## config.mk

```make
export PLATFORM = sky130hd
export DESIGN_NAME = adrv9001_rx_capture
export DESIGN_NICKNAME = d
export VERILOG_FILES = /design/src/rtl/adrv9001_rx_capture.sv
export SDC_FILE = /design/constraint.sdc
export NUM_CORES = 1
export LEC_CHECK = 0
export ABC_AREA = 1
export BUFFER_PORTS_ARGS = -buffer_cell sky130_fd_sc_hd__buf_2
export CAP_MARGIN = 20
export CORE_MARGIN = 2
export CORE_UTILIZATION = 50
export DETAILED_ROUTE_END_ITERATION = 7
export PLACE_DENSITY = 0.69
export SLEW_MARGIN = 20
export SYNTH_ARGS = -nofsm -noshare
export SYNTH_HDL_FRONTEND = slang
export SYNTH_SLANG_ARGS = --single-unit
```

## constraint.sdc

```tcl
create_clock -name clk -period 4.16 [get_ports clk]
set_input_delay 0.416 -clock clk [delete_from_list [all_inputs] [get_ports clk]]
set_output_delay 0.416 -clock clk [all_outputs]
set_load 0.01 [all_outputs]
```

## src/rtl/adrv9001_rx_capture.sv

```systemverilog
// ---------------------------------------------------------------------------
// adrv9001_rx_capture
//
// Triggered burst-capture stage behind the ADRV9001 RX channel. It runs in the
// RX divided data-clock domain. IQ words arrive with no backpressure. After a
// trigger, a programmed number of them is stored in a small first-word-fall-
// through FIFO. The FIFO contents are replayed as an AXI-stream master.
// Samples that arrive while the FIFO is full are dropped and counted.
//
// Ports
//   clk, rst            sample clock, synchronous active-high reset
//   s_axis_tdata/tvalid packed {I[15:0],Q[15:0]} sample stream, no ready
//   enable              level: arm and keep capture active
//   trigger             single-cycle start pulse, honoured only in ARMED
//   capture_len         samples per burst, latched on IDLE->ARMED (0 = endless)
//   clear               clears overflow / overflow_cnt
//   m_axis_*            stored-sample AXI-stream master, tlast ends a burst
//   busy                controller is not IDLE
//   overflow            sticky: at least one sample was dropped
//   overflow_cnt        dropped-sample count, saturating
//   dbg_state           controller state (0 IDLE, 1 ARMED, 2 CAPTURE, 3 DRAIN)
//
// Handshake: a word moves on m_axis when m_axis_tvalid & m_axis_tready are both
// high at a rising clk edge. tdata/tlast hold while tvalid=1 and tready=0. The
// input side has no ready: a sample is either stored, dropped, or ignored in
// the cycle it is presented.
// ---------------------------------------------------------------------------
module adrv9001_rx_capture #(
    parameter int DEPTH_LOG2 = 4,
    parameter int CNT_WIDTH  = 16
) (
    input  logic                 clk,
    input  logic                 rst,
    input  logic [31:0]          s_axis_tdata,
    input  logic                 s_axis_tvalid,
    input  logic                 enable,
    input  logic                 trigger,
    input  logic [CNT_WIDTH-1:0] capture_len,
    input  logic                 clear,
    output logic [31:0]          m_axis_tdata,
    output logic                 m_axis_tvalid,
    input  logic                 m_axis_tready,
    output logic                 m_axis_tlast,
    output logic                 busy,
    output logic                 overflow,
    output logic [15:0]          overflow_cnt,
    output logic [1:0]           dbg_state
);

    localparam int DEPTH = 1 << DEPTH_LOG2;
    localparam logic [DEPTH_LOG2:0] DEPTH_C = (DEPTH_LOG2 + 1)'(DEPTH);

    typedef enum logic [1:0] {
        S_IDLE    = 2'd0,
        S_ARMED   = 2'd1,
        S_CAPTURE = 2'd2,
        S_DRAIN   = 2'd3
    } state_e;

    state_e                 state_q, state_d;
    logic [CNT_WIDTH-1:0]   len_q, len_d;
    logic [CNT_WIDTH-1:0]   cnt_q, cnt_d;
    logic                   ovf_q, ovf_d;
    logic [15:0]            ovf_cnt_q, ovf_cnt_d;

    logic [32:0]            mem_q [DEPTH];
    logic [DEPTH_LOG2-1:0]  wr_ptr_q, rd_ptr_q;
    logic [DEPTH_LOG2:0]    fifo_cnt_q;

    logic                   pop, capture_active, qual, has_space, push, drop;
    logic                   push_last;
    logic [CNT_WIDTH-1:0]   cnt_base, cnt_inc;
    logic [32:0]            rd_word;

    always_comb begin
        pop            = (fifo_cnt_q != '0) & m_axis_tready;
        // The trigger cycle itself already captures, so ARMED+trigger counts.
        capture_active = enable & (((state_q == S_ARMED) & trigger) | (state_q == S_CAPTURE));
        qual           = s_axis_tvalid & capture_active;
        // A pop in the same cycle frees the slot a push on a full FIFO needs.
        has_space      = (fifo_cnt_q < DEPTH_C) | pop;
        push           = qual & has_space;
        drop           = qual & ~has_space;
        // A burst starts counting from zero in its trigger cycle.
        cnt_base       = (state_q == S_CAPTURE) ? cnt_q : '0;
        cnt_inc        = cnt_base + 1'b1;
        push_last      = push & (len_q != '0) & (cnt_inc == len_q);
    end

    // Next-state and controller bookkeeping
    always_comb begin
        state_d   = state_q;
        len_d     = len_q;
        cnt_d     = cnt_q;
        ovf_d     = ovf_q;
        ovf_cnt_d = ovf_cnt_q;

        case (state_q)
            S_IDLE: begin
                if (enable) begin
                    state_d = S_ARMED;
                    len_d   = capture_len;
                end
            end
            S_ARMED: begin
                if (!enable) begin
                    state_d = S_IDLE;
                end else if (trigger) begin
                    cnt_d   = push ? cnt_inc : cnt_base;
                    state_d = push_last ? S_DRAIN : S_CAPTURE;
                end
            end
            S_CAPTURE: begin
                if (!enable) begin
                    state_d = S_DRAIN;
                end else begin
                    if (push)      cnt_d   = cnt_inc;
                    if (push_last) state_d = S_DRAIN;
                end
            end
            S_DRAIN: begin
                if (fifo_cnt_q == '0) state_d = S_IDLE;
            end
            default: state_d = S_IDLE;
        endcase

        // A drop coinciding with clear is the first event after the clear.
        if (clear) begin
            ovf_d     = drop;
            ovf_cnt_d = {15'd0, drop};
        end else if (drop) begin
            ovf_d = 1'b1;
            if (ovf_cnt_q != 16'hFFFF) ovf_cnt_d = ovf_cnt_q + 16'd1;
        end
    end

    always_ff @(posedge clk) begin
        if (rst) begin
            state_q    <= S_IDLE;
            len_q      <= '0;
            cnt_q      <= '0;
            ovf_q      <= 1'b0;
            ovf_cnt_q  <= '0;
            wr_ptr_q   <= '0;
            rd_ptr_q   <= '0;
            fifo_cnt_q <= '0;
        end else begin
            state_q   <= state_d;
            len_q     <= len_d;
            cnt_q     <= cnt_d;
            ovf_q     <= ovf_d;
            ovf_cnt_q <= ovf_cnt_d;
            if (push) wr_ptr_q <= wr_ptr_q + 1'b1;
            if (pop)  rd_ptr_q <= rd_ptr_q + 1'b1;
            case ({push, pop})
                2'b10:   fifo_cnt_q <= fifo_cnt_q + 1'b1;
                2'b01:   fifo_cnt_q <= fifo_cnt_q - 1'b1;
                default: fifo_cnt_q <= fifo_cnt_q;
            endcase
        end
    end

    // Storage needs no reset: nothing is visible until fifo_cnt_q says so.
    always_ff @(posedge clk) begin
        if (push) mem_q[wr_ptr_q] <= {push_last, s_axis_tdata};
    end

    always_comb begin
        rd_word       = mem_q[rd_ptr_q];
        m_axis_tvalid = (fifo_cnt_q != '0);
        // Gate with tvalid so the outputs read zero while the FIFO is empty.
        m_axis_tdata  = m_axis_tvalid ? rd_word[31:0] : 32'd0;
        m_axis_tlast  = m_axis_tvalid & rd_word[32];
        busy          = (state_q != S_IDLE);
        overflow      = ovf_q;
        overflow_cnt  = ovf_cnt_q;
        dbg_state     = state_q;
    end

endmodule
```

* After elaboration in Yosys (flattened, before gate mapping) *
Memories as Yosys holds them, arrays and structs flattened. A register that Yosys moved wholly into a read port is not among the register bits.
Cells that the tools add are included.

cells by class
  bitwise operators = 12
  equality and inequality tests = 15
  $lt $le $gt $ge = 1
  reductions and logical operators = 15
  mux-type cells = 26
  $add $sub $neg = 6

operators by type and width
  cell                                                              number
  16-bit two-way mux                                                6
  16-bit by 1-bit adder with 16-bit output (second input constant)  2
  32-bit two-way mux                                                1
  16-bit case mux with 2 select lines                               1
  16-bit equality test                                              1
  16-bit != test (second input constant)                            1
  16-bit nonzero test                                               1
  2-bit two-way mux                                                 6
  2-bit != test (second input constant)                             6
  5-bit case mux with 2 select lines                                1
  2-bit nonzero test                                                5
  1-bit bitwise AND                                                 9
  4-bit by 1-bit adder with 4-bit output (second input constant)    2
  1-bit two-way mux                                                 8
  4-bit two-way mux                                                 2
  2-bit case mux with 4 select lines                                1
  2-bit equality test (second input constant)                       3
  3-bit != test (second input constant)                             2
  2-bit AND reduction                                               3
  5-bit by 1-bit adder with 5-bit output (second input constant)    1
  5-bit logical NOT                                                 1
  5-bit < comparator (second input constant)                        1
  5-bit AND reduction                                               1
  5-bit nonzero test                                                1
  7 further kinds                                                   9

storage, ports and cells
  memory bits (writable) = 528
  word-level logic and storage cells = 85
  memories = 1
  flip-flop bits (word level) = 64
  output and inout port bits = 54
  input bits = 55

memory list
  memory  depth  width  rd ports  clocked after Yosys merged registers in  write ports  RTL line  text
  mem_q   16     33     1         1                                        1            66        logic [32:0] mem_q [DEPTH];

* Depth between registers and ports, before layout *
Gate-level depths: netlist of run 1.

  depth in word-level cells = 12
  mapped depth = 20
  depth with buffers taken out = 18

* Worst setup path before layout of run 1 *
OpenSTA, ideal clock, no wires.

  path type = flip-flop to flip-flop
  start = register state_q[0] (netlist: dbg_state[0])
  end = memory mem_q[11][0], enable pin
  period minus slack after synthesis = 3168 ps
  path slack = 992 ps
  arrival = 2745 ps
  library setup time = 423 ps
  stages on the path, launching flop included = 10
  buffers on the path = 1
  data required time = 3737 ps
  cells stage by stage = dfxtp_1 -> inv_2 -> buf_6 -> nor2_4 -> nand3_2 -> nand2_1 -> nand3_1 -> inv_1 -> nand2_1 -> nor2_1

between the ends
  word-level cells in the longest chain between the ends = 8
  elaborated cells between the ends (all ways) = 9
  classes of those cells = eq/ne: 2; mux: 2; bitwise: 5

RTL lines
  item                                            RTL line  text
  from (decl)                                     60        state_e state_q, state_d;
  from (signal assigned)                          148       state_q <= state_d;
  2-bit by 1-bit equality test with 1-bit output  78        capture_active = enable & (((state_q == S_ARMED) & trigger) | (state_q == S_CAPTURE));
  1-bit bitwise AND                               78
  1-bit OR *                                      78
  1-bit bitwise AND *                             78
  1-bit bitwise AND *                             79        qual = s_axis_tvalid & capture_active;
  1-bit bitwise AND *                             82        push = qual & has_space;
  1-bit two-way mux *                             165       if (push) mem_q[wr_ptr_q] <= {push_last, s_axis_tdata};
  1-bit two-way mux (implied by the code) *       165
  to (decl)                                       66

Mark *: on every way between the ends. The rest lies on a longest branch, timed or not.

==> results of run 1 <==
[synth_stat cells (all sizes together) (2+ instances only)]
master  count  area (µm²)
nand3b      2        15.0
edfxtp    528       15900
o221ai     92         806
buf        17        91.3
o21ai     329        1650
clkinv      2        7.51
a31oi       4        25.0
and3        3        18.8
nor4        3        31.3
a21oi      70         350
o211ai      5        37.5
inv        93         349
xnor2       2        17.5
dfxtp      68        1360
nand4      18         119
ha         10         125
a211oi      8        60.1
clkbuf    106         398
o22ai      41         257
nor2      405        1560
xor2        2        17.5
nand2     116         438
nand3     108         556
nor3        9        45.0
[kinds of logic after synthesis]
family / count (synthesis)
flip-flops: 596
buffers and inverters: 218
XOR/XNOR: 4
AND/OR/NAND/NOR: 668
AO/OA/AOI/OAI: 555
adder cells (fa/ha/maj): 11
[routing by layer]
layer  vias to the layer above  share of wire [%]  track usage [%]
met1                      8219                 42             32.7
met3                       103                7.6             4.13
met4                         6                2.5             7.58
li1                       7728                  -                -
met5                         -              0.046                0
met2                       705                 47             39.1
[flip-flops by register name, summed over array words and instances (netlist names), named ones only]
signal / cells
cnt_q: 16
overflow: 1
len_q: 16
wr_ptr_q: 4
fifo_cnt_q: 5
overflow_cnt: 16
dbg_state: 1
mem_q: 528
rd_ptr_q: 4
[layout make-up]
cell class,count,area (µm²)
Antenna cell,2,5.00
Fill cell,3853,20300
Sequential cell,596,17200
Inverter,95,363
Clock buffer,72,1550
Timing Repair Buffer,152,983
Multi-Input combinational cell,1238,6340
Clock inverter,37,330
Tap cell,615,769
[power groups by stage]
stage	Clock, mW	Combinational [mW]	Sequential (mW)
after CTS	5.25	3.93	6.71
final	5.18	3.92	6.71
after global placement	0	3.83	6.83
after detailed placement	0	3.91	6.83
after floorplan	0	2.54	6.78
after global routing	5.47	4.32	6.72
[worst max-delay path: stages, from the launching register on]
cell and delay, ns:
dfxtp_4 0.45, inv_6 0.69, buf_4 0.37, nor2_1 0.06, o22ai_1 0.16, nor2_1 0.06, nor2_1 0.12, o21ai_0 0.09
a21oi_1 0.24, buf_2 0.17
[worst min-delay path by stage]
stage | start | endpoint | slack (ns) | cells after the start
final | clear | overflow_cnt[0] | 0.04 | 2
after global routing | clear | overflow_cnt[0] | 0.02 | 2
after CTS | clear | overflow_cnt[0] | 0.007 | 2
after detailed placement | overflow | overflow | 0.45 | 2
after global placement | overflow | overflow | 0.45 | 2
after floorplan | rd_ptr_q[3] | flip-flop | 0.44 | 2
[per-stage QoR]
step / power, mW / hold slack (ns) / utilization, % / instance area, µm² / std cells
2_1_floorplan: 9.32 / 0.436 / - / 24300 / 2052
3_3_place_gp: 10.7 / 0.446 / 53.7 / 25700 / 2696
3_5_place_dp: 10.7 / 0.447 / 53.7 / 25700 / 2696
4_1_cts: 15.9 / 0.00741 / 57.6 / 27600 / 2805
5_1_grt: 16.5 / 0.0172 / 57.6 / 27600 / 2805
6_report: 15.8 / 0.0385 / 57.6 / 27600 / 2807
[cells in the final DEF (no fill, tap or decap), types with 3 or more instances in the layout]
cell type  instances
edfxtp_1         528
nor2_1           381
o21ai_0          324
nand2_1          115
buf_2            108
nand3_1          105
o221ai_1          92
inv_1             85
a21oi_1           70
dfxtp_1           65
clkbuf_16         60
o22ai_1           41
buf_4             35
clkinv_1          23
nor2_4            19
nand4_1           17
clkbuf_1          12
ha_1              10
nor3_1             9
clkinv_2           9
buf_12             9
a211oi_1           8
inv_2              5
nor2_2             5
o21ai_1            5
o211ai_1           5
bufinv_16          5
a31oi_1            4
nand3_2            3
and3_1             3
==> impl_metrics.csv, run 1 <==
group,metric,value,unit
worst_setup_path,cp.arrival,3.12,ns
pwr,p_seq_share,42.4,%
synth,synth.area.mux_share,0,%
clock_tree,cts_tree,"built",
sta,rsz0062_at_grt,"no",
synth,synth_xor_area_share,0.144,%
global_route,overflow,0,
synth,ys_ff_latch,596,
clock_tree,clock_latency,0.63,ns
final_layout,area_growth,13.5,%
floorplan,pin_count,109,
sta,finalCritPeriodShare,85.0,%
sta,worst_slack,0.625,ns
synth,yosys.area_share.adder,0.598,%
synth,synth-main-ff-cell,"edfxtp_1",
clock_tree,cts_resized,0,
synth,async_flop_share,0,%
pwr,power_frac_clock,32.8,%
pwr,p_int,10.8,mW
synth,synth_compound_area_share,13.3,%
clock_tree,cts_buffers,59,
pwr,ir_worst_vdd,0.508,mV
sta,max_freq,283,MHz
pwr,switchingPower,5.06,mW
synth,synth_simple_gate_area_share,11.6,%
detailed_routing,via_per_inst,5.97,
final_layout,drive_above_1_share,12.4,%
placed_design,place_ws,1.16,ns
placed_design,place.gp.congestion,0.892,
detailed_routing,drt_iter0_drc,1725,
global_route,grt_usage,23.9,%
run_status,status,"complete, no violations",
worst_setup_path,worstSetupStartpointType,"flip-flop",
detailed_routing,drt-total-wl,60300,µm
floorplan,start_util,50.8,%
detailed_routing,num_vias,16761,
synth,syn_area_per_cell,11.8,µm²
pwr,power_frac_comb,24.8,%
floorplan,dieArea,50300,µm²
placed_design,portBuffers,108,
sta,fin_worst_skew,0.0231,ns
sta,fin_crit,3.53,ns
synth,synth_area,24300,µm²
worst_setup_path,cp-endpoint,"m_axis_tdata[2]",
clock_tree,clk_pin_slew,0.06,ns
clock_tree,cts_hold_buf,0,
synth,syn-num-nets,2118,
sta,finalHoldViolations,0,
worst_setup_path,regToRegEndpoint,"mem_q[2][25]",
sta,setup_violations,0,
detailed_routing,drt-wirelength-per-cell,21.5,µm
pwr,leakagePower,9.37,nW
synth,yosysSeqAreaShare,70.9,%
detailed_routing,ant_nets,0,
final_layout,nets,2208,
placed_design,dpl.hpwl,34900,µm
sta,relSlewSlack,34.6,%
detailed_routing,route.detailed.drc,0,
floorplan,die_h,224,µm
floorplan,die_w,224,µm
floorplan,placeableCoreArea,47800,µm²
min_path,worstHoldPathType,"input port to flip-flop",
floorplan,rows,80,
worst_setup_path,rrSetupSlack,1.14,ns
synth,synthCells,2052,
worst_setup_path,crit_fanout,129,
synth,ys_types,46,
synth,synth_top_family_by_area,"compound AO/OA/AOI/OAI gates",
clock_tree,cts_max_level,2,
global_route,grt_pass1_vias,16419,
global_route,grt_first_pass_wirelength,92700,µm
worst_setup_path,path_class,"flip-flop to output pin",
clock_tree,clock_path_buffers,3,
clock_tree,postCtsSetupBuffers,0,
clock_tree,clockRootBuffer,"clkbuf_16",
detailed_routing,dr.pass1.iters,5,
synth,synth_edf_count,528,
worst_setup_path,crit_path_end_kind,"output pin",
synth,yosysWarnings,0,
global_route,antenna_found_initial,6,
clock_tree,numClockSinks,596,
run,maxCapViolCount,0,
pwr,powerDensity,574,nW/µm²
sta,tightest_slew,0.975,ns
sta,drv_slew,0,
worst_setup_path,worstRegToRegCells,9,
sta,final.setup.tns,0,ns
global_route,grt_max_degree,133,
worst_setup_path,crit_required,3.74,ns
pwr,swShare,32.0,%
Power figures use the tool's default switching activity.
==> run 2, diff against run 1 <==
--- a/config.mk
+++ b/config.mk
@@ -11,7 +11,7 @@
 export CORE_MARGIN = 2
 export CORE_UTILIZATION = 50
 export DETAILED_ROUTE_END_ITERATION = 7
-export PLACE_DENSITY = 0.69
+export PLACE_DENSITY = 0.72
 export SLEW_MARGIN = 20
 export SYNTH_ARGS = -nofsm -noshare
 export SYNTH_HDL_FRONTEND = slang
==> constraint.sdc (replaced) <==
create_clock -name clk -period 3.1 [get_ports clk]
set_input_delay 0.31 -clock clk [delete_from_list [all_inputs] [get_ports clk]]
set_output_delay 0.31 -clock clk [all_outputs]
set_load 0.01 [all_outputs]
==> run 2 against run 1 <==
Hold slack gained 0.0091 ns. Wire length grew 1.3%. Final area grew 1.7%. Sequential power grew 35%. Highest routed layer unchanged.
==> impl_metrics.csv, run 2 (synthesis results as in run 1) <==
group,metric,value,unit
run_status,status,"complete, no violations",
global_route,antenna_found_initial,5,
min_path,timing.hold.worst_endpoint,"mem_q[7][17]",
sta,finalHoldViolations,0,
sta,fin_worst_skew,0.0239,ns
final_layout,fin_cells,2844,
final_layout,final_area,28000,µm²
sta,max_freq,331,MHz
placed_design,dpl.hpwl,34800,µm
worst_setup_path,crit_fanout,47,
worst_setup_path,crit_top_cell,"nor2_1",
worst_setup_path,crit_path_end_kind,"output pin",
sta,setup_violations,0,
clock_tree,clock_latency,0.64,ns
pwr,power_frac_comb,26.1,%
final_layout,multi_input_area,6350,µm²
placed_design,place_area,25900,µm²
min_path,worstHoldPathType,"input port to flip-flop",
final_layout,final_cell_mix,"528 x edfxtp_1, 381 x nor2_1, 324 x o21ai_0",
floorplan,die_w,224,µm
sta,tightest_slew,0.830,ns
detailed_routing,drt-wirelength-per-cell,21.5,µm
final_layout,area_growth,15.5,%
worst_setup_path,path_class,"flip-flop to output pin",
worst_setup_path,worstRegToRegCells,13,
floorplan,dieArea,50300,µm²
sta,finalCritPeriodShare,97.4,%
final_layout,drive_above_1_share,13.8,%
min_path,worstHoldStart,"s_axis_tdata[17]",
sta,fin_crit,3.02,ns
detailed_routing,via_per_inst,5.98,
final_layout,fillers,3723,
global_route,overflow,0,
detailed_routing,drt_iter0_drc,1881,
detailed_routing,route.detailed.drc,0,
clock_tree,clock_path_buffers,3,
sta,drv_slew,0,
placed_design,place.gp.congestion,0.926,
final_layout,antennaDiodeCount,0,
final_layout,post-route-util,58.6,%
pwr,ir_worst_vdd,0.538,mV
worst_setup_path,crit_required,2.79,ns
worst_setup_path,cp_slowest_stage_delay,0.46,ns
detailed_routing,dr.pass1.iters,6,
global_route,grt_pass1_vias,16501,
floorplan,start_util,50.8,%
floorplan,die_h,224,µm
worst_setup_path,cp_cell_sequence,"inv_8 > buf_12 > nor2_1 > o22ai_1 > nor2_1 > nor2_1 > o21ai_0 > a21oi_1 > buf_2",
clock_tree,clk_pin_slew,0.06,ns
worst_setup_path,regToRegEndpoint,"mem_q[5][32]",
clock_tree,cts_max_level,2,
global_route,grt_usage,24.0,%
worst_setup_path,rr_startpoint,"dbg_state[0]",
pwr,p_int,14.5,mW
worst_setup_path,cp.arrival,2.71,ns
pwr,p_seq_share,42.1,%
min_path,hold_depth,1,
placed_design,place_ws,0.215,ns
clock_tree,numClockSinks,596,
final_layout,regArea,17200,µm²
detailed_routing,drt-total-wl,61100,µm
run,maxCapViolCount,0,
detailed_routing,ant_nets,0,
worst_setup_path,rrSetupSlack,0.35,ns
pwr,powerDensity,765,nW/µm²
sta,rsz0062_at_grt,"no",
placed_design,place_inst,2713,
floorplan,rows,80,
global_route,grt_max_degree,94,
final_layout,nets,2248,
worst_setup_path,crit_buf_inv,3,
worst_setup_path,cp_slowest_cell,"dfxtp_4",
floorplan,placeableCoreArea,47800,µm²
global_route,grt_first_pass_wirelength,92900,µm
sta,final.setup.tns,0,ns
final_layout,largest_reg_flops,528,
floorplan,pin_count,109,
detailed_routing,num_vias,17011,
pwr,swShare,32.4,%
pwr,leakagePower,9.61,nW
sta,whs,0.0476,ns
clock_tree,clockRootBuffer,"clkbuf_16",
pwr,switchingPower,6.94,mW
pwr,power,21.4,mW
final_layout,top_register,"mem_q",
worst_setup_path,cp_top_family,"compound AO/OA/AOI/OAI gates",
sta,worst_slack,0.0793,ns
final_layout,final_common_cell,"edfxtp_1",
pwr,power_frac_clock,31.7,%
worst_setup_path,worstSetupStartpointType,"flip-flop",
clock_tree,cts_buffers,58,
clock_tree,cts_tree,"built",
placed_design,portBuffers,108,
sta,relSlewSlack,44.7,%
## run 2: cell count changes in the layout (fill, tap and decap cells not counted), moves of 4 or more
cell           delta
buf_4            +11
clkinv_2          +4
dlygate4sd3_1    +19
clkbuf_8          +4
clkinv_1         -10
## run 2: metal layers
metal / part of all wire, % / up-vias / track usage [%]
met3: 8.2 / 113 / 3.58
li1: - / 7797 / -
met2: 49 / 808 / 39.7
met5: 0.064 / - / 0
met4: 2.4 / 6 / 8.63
met1: 41 / 8287 / 32.5
## run 2: worst max-delay path by stage
stage,to,cells after the start,from
after floorplan,mem_q[11][0],9,dbg_state[0]
after global placement,mem_q[2][32],11,flip-flop
after detailed placement,mem_q[2][32],11,flip-flop
after CTS,m_axis_tdata[22],7,flip-flop
after global routing,m_axis_tdata[1],8,flip-flop
final,m_axis_tdata[19],9,flip-flop
## run 2: timing repair
item                                    CTS  global route
endpoints found under the setup margin   14            30
hold buffers                             19             0
endpoints found under the hold margin    18             0
cloned                                    1             1
resized for setup                         3             7
buffers inserted                          1             2
## run 2: power by group through the flow
stage | registers (mW) | clock network, mW | logic, mW
global placement | 9.21 | 0 | 5.17
finish | 9.03 | 6.81 | 5.61
detailed placement | 9.21 | 0 | 5.31
global route | 9.04 | 7.18 | 6.12
floorplan | 9.09 | 0 | 3.41
CTS | 9.02 | 6.90 | 5.49
## run 2: area by class of cell
cell class | instances | share of cell area, %
Sequential cell | 596 | 61.4
Multi-Input combinational cell | 1238 | 22.6
Clock buffer | 73 | 5.52
Timing Repair Buffer | 193 | 5.31
Tap cell | 615 | 2.74
Inverter | 95 | 1.32
Clock inverter | 34 | 1.05
## run 2: worst register-to-register path, delay by kind of cell (launching register included)
family	cells	cell delay (ns)
DFF	1	0.37
buffers and inverters	4	0.83
and+or+nand+nor	9	1.25
